**src/rtl/doorlock_sup_pkg.sv**
```systemverilog
// Shared types and default tuning constants for the doorlock supervisor.
package doorlock_sup_pkg;

  typedef enum logic [2:0] {
    IDLE,
    ENTRY,
    OPEN,
    FAIL_WAIT,
    LOCKOUT
  } state_t;

  localparam int DEF_OPEN_CYCLES  = 100;
  localparam int DEF_LOCK_CYCLES  = 1000;
  localparam int DEF_RETRY_CYCLES = 4;
  localparam int DEF_MAX_FAIL     = 3;
  localparam int DEF_FAIL_W       = 2;
  localparam int DEF_TIMER_W      = 16;

endpackage

```
**src/rtl/sup_timer.sv**
```systemverilog
// Loadable down-counter; load wins over decrement, holds at zero (never underflows).
// zero is a combinational decode of the registered count.
module sup_timer #(
  parameter int TIMER_W = 16
) (
  input  logic               clk,
  input  logic               rst,
  input  logic               load,
  input  logic [TIMER_W-1:0] load_val,
  output logic               zero
);

  logic [TIMER_W-1:0] r_cnt;

  always_ff @(posedge clk) begin
    if (rst) begin
      r_cnt <= '0;
    end else if (load) begin
      r_cnt <= load_val;
    end else if (r_cnt != '0) begin
      r_cnt <= r_cnt - TIMER_W'(1);
    end
  end

  assign zero = (r_cnt == '0);

endmodule

```
**src/rtl/doorlock_supervisor.sv**
```systemverilog
// Supervisor around the doorlock keypad FSM: gating, fail counting, lockout and unlock timing.
// Flag to output latency 1 clock; DOORLOCK_SUP_ALARM_EN adds a registered alarm output.
module doorlock_supervisor
  import doorlock_sup_pkg::*;
#(
  parameter int OPEN_CYCLES  = DEF_OPEN_CYCLES,
  parameter int LOCK_CYCLES  = DEF_LOCK_CYCLES,
  parameter int RETRY_CYCLES = DEF_RETRY_CYCLES,
  parameter int MAX_FAIL     = DEF_MAX_FAIL,
  parameter int FAIL_W       = DEF_FAIL_W,
  parameter int TIMER_W      = DEF_TIMER_W
) (
  input  logic              clk,
  input  logic              rst,
  input  logic              cover_i,
  input  logic              bt_1_i,
  input  logic              bt_2_i,
  input  logic              bt_3_i,
  input  logic              led_o,
  input  logic              led_f,
  output logic              bt_1_o,
  output logic              bt_2_o,
  output logic              bt_3_o,
  output logic              cover_o,
  output logic              unlock,
  output logic              lockout,
  output logic [FAIL_W-1:0] fail_cnt
`ifdef DOORLOCK_SUP_ALARM_EN
  ,
  output logic              alarm
`endif
);

  state_t              r_state;
  state_t              w_state_nxt;
  logic [FAIL_W-1:0]   r_fail_cnt;
  logic [FAIL_W-1:0]   w_fail_nxt;
  logic                w_load;
  logic [TIMER_W-1:0]  w_load_val;
  logic                w_tmr_zero;

  sup_timer #(.TIMER_W(TIMER_W)) u_timer (
    .clk      (clk),
    .rst      (rst),
    .load     (w_load),
    .load_val (w_load_val),
    .zero     (w_tmr_zero)
  );

  always_ff @(posedge clk) begin
    if (rst) begin
      r_state    <= IDLE;
      r_fail_cnt <= '0;
    end else begin
      r_state    <= w_state_nxt;
      r_fail_cnt <= w_fail_nxt;
    end
  end

  always_comb begin
    w_state_nxt = r_state;
    w_fail_nxt  = r_fail_cnt;
    w_load      = 1'b0;
    w_load_val  = '0;
    case (r_state)
      IDLE: begin
        if (cover_i) w_state_nxt = ENTRY;
      end
      ENTRY: begin
        // Success outranks failure, and either flag outranks an abandoned attempt.
        if (led_o) begin
          w_state_nxt = OPEN;
          w_fail_nxt  = '0;
          w_load      = 1'b1;
          w_load_val  = TIMER_W'(OPEN_CYCLES - 1);
        end else if (led_f) begin
          w_load = 1'b1;
          if (r_fail_cnt == FAIL_W'(MAX_FAIL - 1)) begin
            w_state_nxt = LOCKOUT;
            w_fail_nxt  = FAIL_W'(MAX_FAIL);
            w_load_val  = TIMER_W'(LOCK_CYCLES - 1);
          end else begin
            w_state_nxt = FAIL_WAIT;
            if (r_fail_cnt < FAIL_W'(MAX_FAIL)) w_fail_nxt = r_fail_cnt + FAIL_W'(1);
            w_load_val  = TIMER_W'(RETRY_CYCLES - 1);
          end
        end else if (!cover_i) begin
          w_state_nxt = IDLE;
        end
      end
      OPEN: begin
        if (w_tmr_zero) w_state_nxt = IDLE;
      end
      FAIL_WAIT: begin
        if (w_tmr_zero) w_state_nxt = cover_i ? ENTRY : IDLE;
      end
      LOCKOUT: begin
        if (w_tmr_zero) begin
          w_state_nxt = IDLE;
          w_fail_nxt  = '0;
        end
      end
      default: w_state_nxt = IDLE;
    endcase
  end

  // Holding cover_o low outside ENTRY/OPEN drives the doorlock back to its idle state.
  assign bt_1_o   = (r_state == ENTRY) ? bt_1_i : 1'b1;
  assign bt_2_o   = (r_state == ENTRY) ? bt_2_i : 1'b1;
  assign bt_3_o   = (r_state == ENTRY) ? bt_3_i : 1'b1;
  assign cover_o  = (r_state == ENTRY || r_state == OPEN) ? cover_i : 1'b0;
  assign unlock   = (r_state == OPEN);
  assign lockout  = (r_state == LOCKOUT);
  assign fail_cnt = r_fail_cnt;

`ifdef DOORLOCK_SUP_ALARM_EN
  logic r_alarm;
  logic w_fail_accept;

  assign w_fail_accept = (r_state == ENTRY) && !led_o && led_f;

  always_ff @(posedge clk) begin
    if (rst) r_alarm <= 1'b0;
    else     r_alarm <= w_fail_accept || (w_state_nxt == LOCKOUT);
  end

  assign alarm = r_alarm;
`endif

endmodule

```
**config.mk**
```make
export PLATFORM = sky130hd
export DESIGN_NAME = doorlock_supervisor
export DESIGN_NICKNAME = d
export VERILOG_FILES = /design/src/rtl/doorlock_sup_pkg.sv /design/src/rtl/sup_timer.sv /design/src/rtl/doorlock_supervisor.sv
export SDC_FILE = /design/constraint.sdc
export NUM_CORES = 1
export LEC_CHECK = 0
export ABC_AREA = 1
export ABC_CLOCK_PERIOD_IN_PS = 1650
export BUFFER_PORTS_ARGS = -buffer_cell sky130_fd_sc_hd__buf_4
export CAP_MARGIN = 40
export CORE_ASPECT_RATIO = 1.4
export CORE_UTILIZATION = 35
export DETAILED_ROUTE_END_ITERATION = 8
export PLACE_DENSITY = 0.61
export SLEW_MARGIN = 25
export SYNTH_ARGS = -nofsm -noshare
export SYNTH_HDL_FRONTEND = slang
export SYNTH_HIERARCHICAL = 1
export SYNTH_SLANG_ARGS = --single-unit
```
**constraint.sdc**
```tcl
create_clock -name clk -period 1.65 [get_ports clk]
set_input_delay 0.2475 -clock clk [delete_from_list [all_inputs] [get_ports clk]]
set_output_delay 0.2475 -clock clk [all_outputs]
set_load 0.005 [all_outputs]
```
==> results.md, run 1 <==
* RSZ-0062 raised after global routing: true
* Largest cells by area after synthesis: dfxtp_1, nand2_1, nor2_1, inv_1, nand3_1
* Leakage at 0.995 nW
* Most common cell on crit path: buf_4
* Die Area at 4840 sq um
* Synthesized instance count at 262
* Drt drc at 0
* DP Cell Count at 349
* Hold path startpoint: rst
* RR Endpoint: fail_cnt[0]
* Core ar. at 4310 sq um
* Final WL at 3.79 mm
* Clock buffer count from CTS at 3
* Outcome: completed
* Power, Total at 4.42 mW
* CTS Hold Bufs at 0
* Crit path from: r_state[1]
* Required time of the critical path at 1.40 ns
* Most frequent cells in the layout: nand2_1, nor2_1, buf_4
* Initial Utilization at 0.370
* Synth unique cells at 29
* Post-synth top flop: dfxtp_1
* Top cell family by delay on the critical path: simple AND/OR/NAND/NOR gates
* Routed via count at 1615
* # setup viols final at 0
* Nets at 308
* Die H at 81.9 um
* Ant diodes at 0
* Pwr dens at 2260 nW/um^2
* EDFF count, synth at 0
* Initial drt markers at 23
* Worst path slowest cell: dfxtp_1
* Sequential fraction of the synthesis area at 0.264
* Fin cells at 356
* Peak supply drop at 0.897 mV
* Final design instance area without fill at 1960 sq um
* CP arrival at 1.34 ns
* GR Util All Layers at 0.181
* Vias in the first global route at 1477
* Worst Hold Path Cells at 2
* Min-Delay Path Class: input pin to register
* Share of cells above drive strength 1 at 0.216
* Tmin final at 1.59 ns
* Drt pass-1 iters at 4
* I/O Buffers at 15
* Top-Level Pins at 16
* GRT overflow at 0
* Ys Warns at 6
* Largest net degree at the start of global routing at 24
* Hold EP: u_timer/r_cnt[4]
* Critical path cell sequence: nor2_1, nand2_2, buf_4, or2_2, buf_4
* Critical Path Sink Type: output pin
* Crit path max fanout at 6
* Async SR Flop Fraction at 0
* Syn Area/Cell at 6.09 sq um
* Crit start category: register
* R2R cell count at 11
* Final period util at 0.962
* Clock Root Buffer: clkbuf_8
* Worst Setup Path Type: register to output pin
* Drt via density at 4.54
* CTS max path bufs at 2
* Worst r2r src: u_timer/r_cnt[1]
* First-pass GRT wire length at 6.63 mm
* Skew final at 0.00407 ns
* Cell taking the most area after synthesis: dfxtp_1
* Max-cap violations at 0
* Yosys top cell area share at 0.264
* DR WL/cell at 10.6 um
* Sink Count at 21
* Area Overhead vs Synth at 22.6%
* Final ANT Viol Nets at 0
* Most common cell after layout, fill and taps aside: nand2_1
* H-tree lvl count at 1
* Initial antenna violation count at 0
* Worst Path Buf+Inv at 2
* Max stage delay on crit path at 0.32 ns
* Die X-Extent at 59.1 um
* Hold slack at 0.284 ns
* Hpwl dp at 2.99 mm
* Final Max Tran Viols at 0
* Cell Area, Placed at 1860 sq um
* Synthesized flop and latch total at 21
* Fmax at 630 MHz
* R2r setup slk at 0.11 ns
* Final Hold Vio Count at 0
* Row Count at 28
* Worst skew pair latency at 0.26 ns
* CTS tree: yes
* Mapped cell area at 1600 sq um
* Worst-path clk slew at 0.08 ns
* Final RePlAce weighted congestion at 0.826
metrics by stage:
stage	TNS [ns]	setup slack, ns	utilization
finish	0	0.0624	0.454
global route	-0.0132	-0.0132	0.454
CTS	0	0.0246	0.444
detailed placement	0	0.00759	0.432
global placement	0	0.00589	0.432
floorplan	0	0.0621	-
repair_timing:
action	CTS	global route
pin swaps	0	2
gates resized for setup	2	7
setup endpoints to repair	2	4
buffers inserted	0	3
registers in the layout, summed over array words and instances, names as in the netlist:
| name | cells |
|---|---|
| fail_cnt | 2 |
| u_timer/r_cnt | 16 |
| r_state | 3 |
logic make-up (layout without fill, tap and decap cells):
logic type | count (synthesis) | after routing | share of synthesized area
simple gates | 176 | 176 | 0.514
compound gates | 21 | 21 | 0.0753
buf+inv | 33 | 60 | 0.0784
fa+ha+maj | 3 | 3 | 0.0235
other cells | 1 | 8 | 0.00235
xor+xnor | 7 | 7 | 0.0431
flops | 21 | 21 | 0.264
area by class of cell:
| type | count | area [sq um] |
|---|---|---|
| Multi-Input combinational cell | 215 | 1100 |
| Clock buffer | 3 | 41.3 |
| Timing Repair Buffer | 27 | 203 |
| Clock inverter | 1 | 5.00 |
| Fill cell | 475 | 2350 |
| Inverter | 29 | 109 |
| Sequential cell | 21 | 422 |
| Tap cell | 60 | 75.1 |
how the worst max path moves through the flow:
stage,endpoint,depth (start not counted)
global placement,fail_cnt[0],11
global route,fail_cnt[0],11
finish,bt_2_o,5
floorplan,fail_cnt[0],11
CTS,fail_cnt[0],11
detailed placement,fail_cnt[0],11
cell usage after synthesis (2+ instances only):
cell       n
nor2_1    53
nand2_4    2
xor2_1     2
or2_2      3
a21oi_1   10
nor2_4     4
nand2_2    3
nand3_1   21
nor2_2     5
clkbuf_1   3
ha_1       3
o21ai_2    2
nand2_1   77
o21ai_0    6
nand3_2    2
dfxtp_1   21
nand4_1    3
inv_1     28
xnor2_1    4
layer usage:
metal	wire (um)	vias to the layer above	share of wire	GRT usage
met5	0	-	0	0
met4	70	0	0.018	0.0786
met3	49	6	0.013	0.0173
li1	-	872	-	-
met2	2030	13	0.54	0.336
met1	1640	724	0.43	0.205
report_power, final:
| group | leakage (nW) | switching, mW | internal [mW] |
|---|---|---|---|
| Sequential | 0.173 | 0.221 | 0.739 |
| Combinational | 0.796 | 1.87 | 1.23 |
| Clock | 0.0255 | 0.184 | 0.169 |
Note: power is estimated with default switching activity, not from simulation.
==> inputs of run 2 (changes only) <==
--- a/config.mk
+++ b/config.mk
@@ -6,13 +6,15 @@
 export NUM_CORES = 1
 export LEC_CHECK = 0
 export ABC_AREA = 1
-export ABC_CLOCK_PERIOD_IN_PS = 1650
+export ABC_CLOCK_PERIOD_IN_PS = 1400
 export BUFFER_PORTS_ARGS = -buffer_cell sky130_fd_sc_hd__buf_4
 export CAP_MARGIN = 40
+export CELL_PAD_IN_SITES_DETAIL_PLACEMENT = 0
+export CELL_PAD_IN_SITES_GLOBAL_PLACEMENT = 1
 export CORE_ASPECT_RATIO = 1.4
 export CORE_UTILIZATION = 35
 export DETAILED_ROUTE_END_ITERATION = 8
-export PLACE_DENSITY = 0.61
+export PLACE_DENSITY = 0.79
 export SLEW_MARGIN = 25
 export SYNTH_ARGS = -nofsm -noshare
 export SYNTH_HDL_FRONTEND = slang
==> constraint.sdc (replaced) <==
create_clock -name clk -period 1.4 [get_ports clk]
set_input_delay 0.21 -clock clk [delete_from_list [all_inputs] [get_ports clk]]
set_output_delay 0.21 -clock clk [all_outputs]
set_load 0.005 [all_outputs]
==> run 2 against run 1 <==
  * The flow now finishes with violations (setup timing)
  * Design area rose by 24%
  * Clock skew is essentially flat
  * Combinational power rose by 67%
  * Non-clock buffer count up 37
  * Clock-buffer cell count unchanged
  * Worst setup slack lost 0.11 ns
  * Utilization increased by 11 points
  * Wire length up 28%
  * Global-route usage increased by 2.1 points
  * Sequential power up 17%
  * Via count increased by 11%
  * Largest cell class unchanged
  * Highest routed layer unchanged
==> results.md, run 2 (synthesis gave the netlist of run 1 again) <==
* Psw at 3.23 mW
* RSZ-0062 raised after global routing: true
* I/O Buffers at 15
* Top-Level Pins at 16
* Area Overhead vs Synth at 51.8%
* Share of cells above drive strength 1 at 0.375
* Initial antenna violation count at 0
* Routed via count at 1789
* Fmax at 692 MHz
* Die X-Extent at 59.1 um
* Fin worst setup slack at -0.0458 ns
* Tmin final at 1.45 ns
* Max-cap violations at 0
* Required time of the critical path at 1.56 ns
* Most common cell after layout, fill and taps aside: nand2_1
* Vias in the first global route at 1660
* Hpwl dp at 3.36 mm
* Final Max Tran Viols at 0
* Sink Count at 21
* Skew final at 0.00387 ns
* CTS tree: yes
* Final Hold Vio Count at 0
* Nets at 345
* FILL cells at 437
* Worst skew pair latency at 0.27 ns
* CP arrival at 1.61 ns
* Final WL at 4.83 mm
* Failing checks: setup timing
* Die H at 81.9 um
* Ant diodes at 0
* Row Count at 28
* CTS max path bufs at 2
* Drt pass-1 iters at 4
* GR Util All Layers at 0.202
* Switching Fraction at 0.480
* H-tree lvl count at 1
* Clock Root Buffer: clkbuf_8
* GRT overflow at 0
* Crit path max fanout at 7
* Int Pwr at 3.50 mW
* Comb pwr share at 0.772
* Largest Register: u_timer/r_cnt
* # setup viols final at 9
* Power, Total at 6.73 mW
* Worst-path clk slew at 0.08 ns
* Fin cells at 393
* Area taken by flip-flops and latches at 429 sq um
* Final period util at 1.03
* Initial drt markers at 41
* Clock buffer count from CTS at 3
* Critical Path Sink Type: register
* Min-Delay Path Class: input pin to register
* Largest register FFs at 16
* Pwr dens at 2780 nW/um^2
* First-pass GRT wire length at 7.31 mm
* Final RePlAce weighted congestion at 0.793
* DP Cell Count at 374
* Drt drc at 0
* Core ar. at 4310 sq um
* Final ANT Viol Nets at 0
* Drt via density at 4.55
* Area of the multi-input gates at 1210 sq um
* Largest net degree at the start of global routing at 24
* Initial Utilization at 0.370
* Peak supply drop at 1.33 mV
* Most frequent cells in the layout: nand2_1, buf_4, nor2_1
* Reg power frac at 0.166
* Worst Setup Path Type: register to register
* Clk network pwr share at 0.062
* Crit start category: register
* Outcome: complete, but fails checks
* Die Area at 4840 sq um
* DR WL/cell at 12.3 um
* Leakage at 1.22 nW
==> run 2: area by class of cell <==
class	instances	share of cell area
clock buffer	3	0.0171
tap	60	0.0310
timing repair buffer	64	0.227
inverter	29	0.0460
multi-input combinational	215	0.500
clock inverter	1	0.00207
sequential	21	0.177
==> run 2: critical path, cell delays in order, from the launching register on <==
cell	delay, ns
dfxtp_4	0.37
nor2_4	0.08
nand2_2	0.07
buf_6	0.12
a21oi_4	0.19
inv_4	0.09
buf_12	0.15
nand2_8	0.07
nor2_1	0.04
nor2_1	0.11
nor2_1	0.05
==> run 2: path summary, 6_finish.rpt <==
kind              slack (ns)               end  cells past startpoint         from
setup / recovery       -0.05  u_timer/r_cnt[8]                     10   r_state[2]
hold reg to reg         0.62       fail_cnt[1]                      3  fail_cnt[1]
setup reg to reg       -0.05  u_timer/r_cnt[8]                     10   r_state[2]
hold / removal          0.24  u_timer/r_cnt[1]                      2          rst
==> run 2: routing by layer <==
layer  GRT usage  vias up  part of all wire
met5           0        -                 0
met4      0.0905        0             0.029
met3      0.0142       13             0.015
met2       0.414       26              0.56
met1       0.200      801              0.39
li1            -      949                 -
==> run 2: power groups by stage <==
stage / registers, mW / logic [mW] / clock network, mW
global route: 1.15 / 5.75 / 0.450
global placement: 1.08 / 4.31 / 0
CTS: 1.09 / 4.65 / 0.427
detailed placement: 1.09 / 4.33 / 0
floorplan: 1.12 / 2.76 / 0
finish: 1.12 / 5.19 / 0.418
==> run 2: what timing repair did <==
action	4_1_cts	5_1_grt
buffers inserted	9	5
hold buffers	0	0
gates cloned	0	1
gates resized for setup	23	25
pin swaps	8	14
setup endpoints to repair	12	25
hold endpoints to repair	0	0
==> run 2: through the flow <==
stage	area (sq um)	setup slack, ns	setup TNS, ns	hold WS (ns)	utilization
finish	2420	-0.0458	-0.208	0.236	0.562
CTS	2270	-0.0496	-0.312	0.250	0.526
detailed placement	2090	-0.0265	-0.0410	0.533	0.484
floorplan	1650	-0.0685	-0.133	0.272	-
global route	2420	-0.108	-1.57	0.263	0.562
global placement	2090	0.00172	0	0.526	0.484
==> inputs of run 3 (changes only) <==
--- a/config.mk
+++ b/config.mk
@@ -7,7 +7,7 @@
 export LEC_CHECK = 0
 export ABC_AREA = 1
 export ABC_CLOCK_PERIOD_IN_PS = 1400
-export BUFFER_PORTS_ARGS = -buffer_cell sky130_fd_sc_hd__buf_4
+export BUFFER_PORTS_ARGS = -buffer_cell sky130_fd_sc_hd__buf_2
 export CAP_MARGIN = 40
 export CELL_PAD_IN_SITES_DETAIL_PLACEMENT = 0
 export CELL_PAD_IN_SITES_GLOBAL_PLACEMENT = 1
==> run 3 against run 2 <==
  * The flow still finishes with violations (setup timing)
  * Flip-flop and latch count did not move
  * Utilization fell by 1.2 points
  * Design area fell by 2.2%
  * Register-to-register slack barely moved
  * Sequential power barely moved
  * Worst setup slack improved by 0.0045 ns
  * Non-clock buffer count did not move
  * Clock-buffer cell count rose by 1
  * Final cell count did not move
  * First-iteration DRC count fell by 7.3%
  * Fmax rose by 0.31%
  * Critical path type is now register to output pin
  * Highest routed layer unchanged
==> results.md, run 3 (synthesis gave the netlist of run 1 again) <==
* Outcome: complete, but fails checks
* Failing checks: setup timing
* Routed via count at 1761
* Final WL at 4.57 mm
* CP arrival at 1.23 ns
* First-pass GRT wire length at 7.45 mm
* Area of the multi-input gates at 1180 sq um
* Die Area at 4840 sq um
* Fin cells at 393
* Final ANT Viol Nets at 0
* Leakage at 1.21 nW
* Peak supply drop at 1.06 mV
* Worst skew pair latency at 0.26 ns
* Largest register FFs at 16
* Drt via density at 4.48
* Min-Delay Path Class: input pin to register
* Worst r2r src: r_state[1]
* Skew final at 0.00203 ns
* Nets at 345
* Power, Total at 6.52 mW
* DR WL/cell at 11.6 um
* Tmin final at 1.44 ns
* Fmax at 694 MHz
* H-tree lvl count at 1
* I/O Buffers at 15
* Clock buffer count from CTS at 3
* DP Cell Count at 376
* Crit path from: r_state[1]
* Share of cells above drive strength 1 at 0.357
* Largest Register: u_timer/r_cnt
* Worst Setup Path Type: register to output pin
* Crit start category: register
* Drt drc at 0
* GR Util All Layers at 0.204
* Die X-Extent at 59.1 um
* Hpwl dp at 3.45 mm
* RSZ-0062 raised after global routing: true
* Top-Level Pins at 16
* Die H at 81.9 um
* R2R cell count at 10
* Hold EP: u_timer/r_cnt[1]
* Sink Count at 21
* Final period util at 1.03
* Area taken by flip-flops and latches at 430 sq um
* Final RePlAce weighted congestion at 0.840
* Worst-path clk slew at 0.08 ns
* Initial Utilization at 0.370
* Clock Root Buffer: clkbuf_8
* Largest net degree at the start of global routing at 24
* R2r setup slk at -0.04 ns
* Hold path startpoint: rst
* Initial antenna violation count at 0
* Ant diodes at 0
* Pwr dens at 2750 nW/um^2
* Required time of the critical path at 1.19 ns
* CTS max path bufs at 2
* Worst Hold Path Cells at 2
* Core ar. at 4310 sq um
* Crit path max fanout at 4
* Most common cell after layout, fill and taps aside: nand2_1
* CTS tree: yes
* Row Count at 28
* Critical Path Sink Type: output pin
* Final Max Tran Viols at 0
* Drt pass-1 iters at 4
* # setup viols final at 11
* Final Hold Vio Count at 0
* Most frequent cells in the layout: nand2_1, nor2_1, buf_4
* Max-cap violations at 0
* GRT overflow at 0
* Area Overhead vs Synth at 48.4%
* RR Endpoint: u_timer/r_cnt[9]
* Initial drt markers at 38
* Vias in the first global route at 1714
* Fin worst setup slack at -0.0413 ns
* FILL cells at 451
* TNS Setup at -0.279 ns
==> run 3: cell types whose count changed in the layout (fill, tap and decap cells not counted), sizes merged <==
cell    change
clkinv      -1
clkbuf      +1
==> run 3: routing by layer <==
metal	GRT usage	vias to the layer above	wire (um)	share of wire
met3	0.0173	10	72	0.016
li1	-	950	-	-
met5	0	-	0	0
met2	0.420	27	2570	0.56
met1	0.200	774	1800	0.39
met4	0.0857	0	129	0.028
==> run 3: power by group <==
group	switching [mW]	leakage [nW]	total, mW	internal (mW)
registers	0.230	0.175	1.12	0.891
logic	2.67	1.01	4.99	2.31
clock network	0.204	0.0228	0.407	0.203
total	3.11	1.21	6.52	3.41
==> run 3: repair_timing <==
item / 4_1_cts / 5_1_grt
setup endpoints to repair: 11 / 25
gates resized for setup: 24 / 18
hold buffers: 0 / 0
setup buffers: 8 / 4
gates cloned: 0 / 1
pin swaps: 8 / 9
endpoints found under the hold margin: 0 / 0
==> run 3: worst max-delay path by stage <==
stage,end,slack (ns)
global route,u_timer/r_cnt[12],-0.11
CTS,bt_1_o,-0.05
finish,bt_2_o,-0.04
floorplan,fail_cnt[0],-0.07
detailed placement,fail_cnt[1],-0.03
global placement,u_timer/r_cnt[0],0.008
==> run 3: final cells by class <==
type,count,share of cell area
sequential,21,0.182
timing repair buffer,64,0.219
multi-input combinational,215,0.500
tap,60,0.0317
inverter,29,0.0481
clock buffer,4,0.0190
==> run 3: through the flow <==
stage	setup WS (ns)	instance area, sq um	util	hold slack, ns
finish	-0.0413	2370	0.549	0.265
global route	-0.113	2370	0.549	0.267
CTS	-0.0476	2240	0.520	0.265
detailed placement	-0.0285	2060	0.479	0.528
global placement	0.00797	2060	0.479	0.526
floorplan	-0.0685	1650	-	0.272
==> run 3: critical path, cell delays in order (launching register included) <==
cell and delay, ns:
dfxtp_2 0.35, nor2_4 0.11, nand2_2 0.07, buf_6 0.12, or2_4 0.22, buf_6 0.11
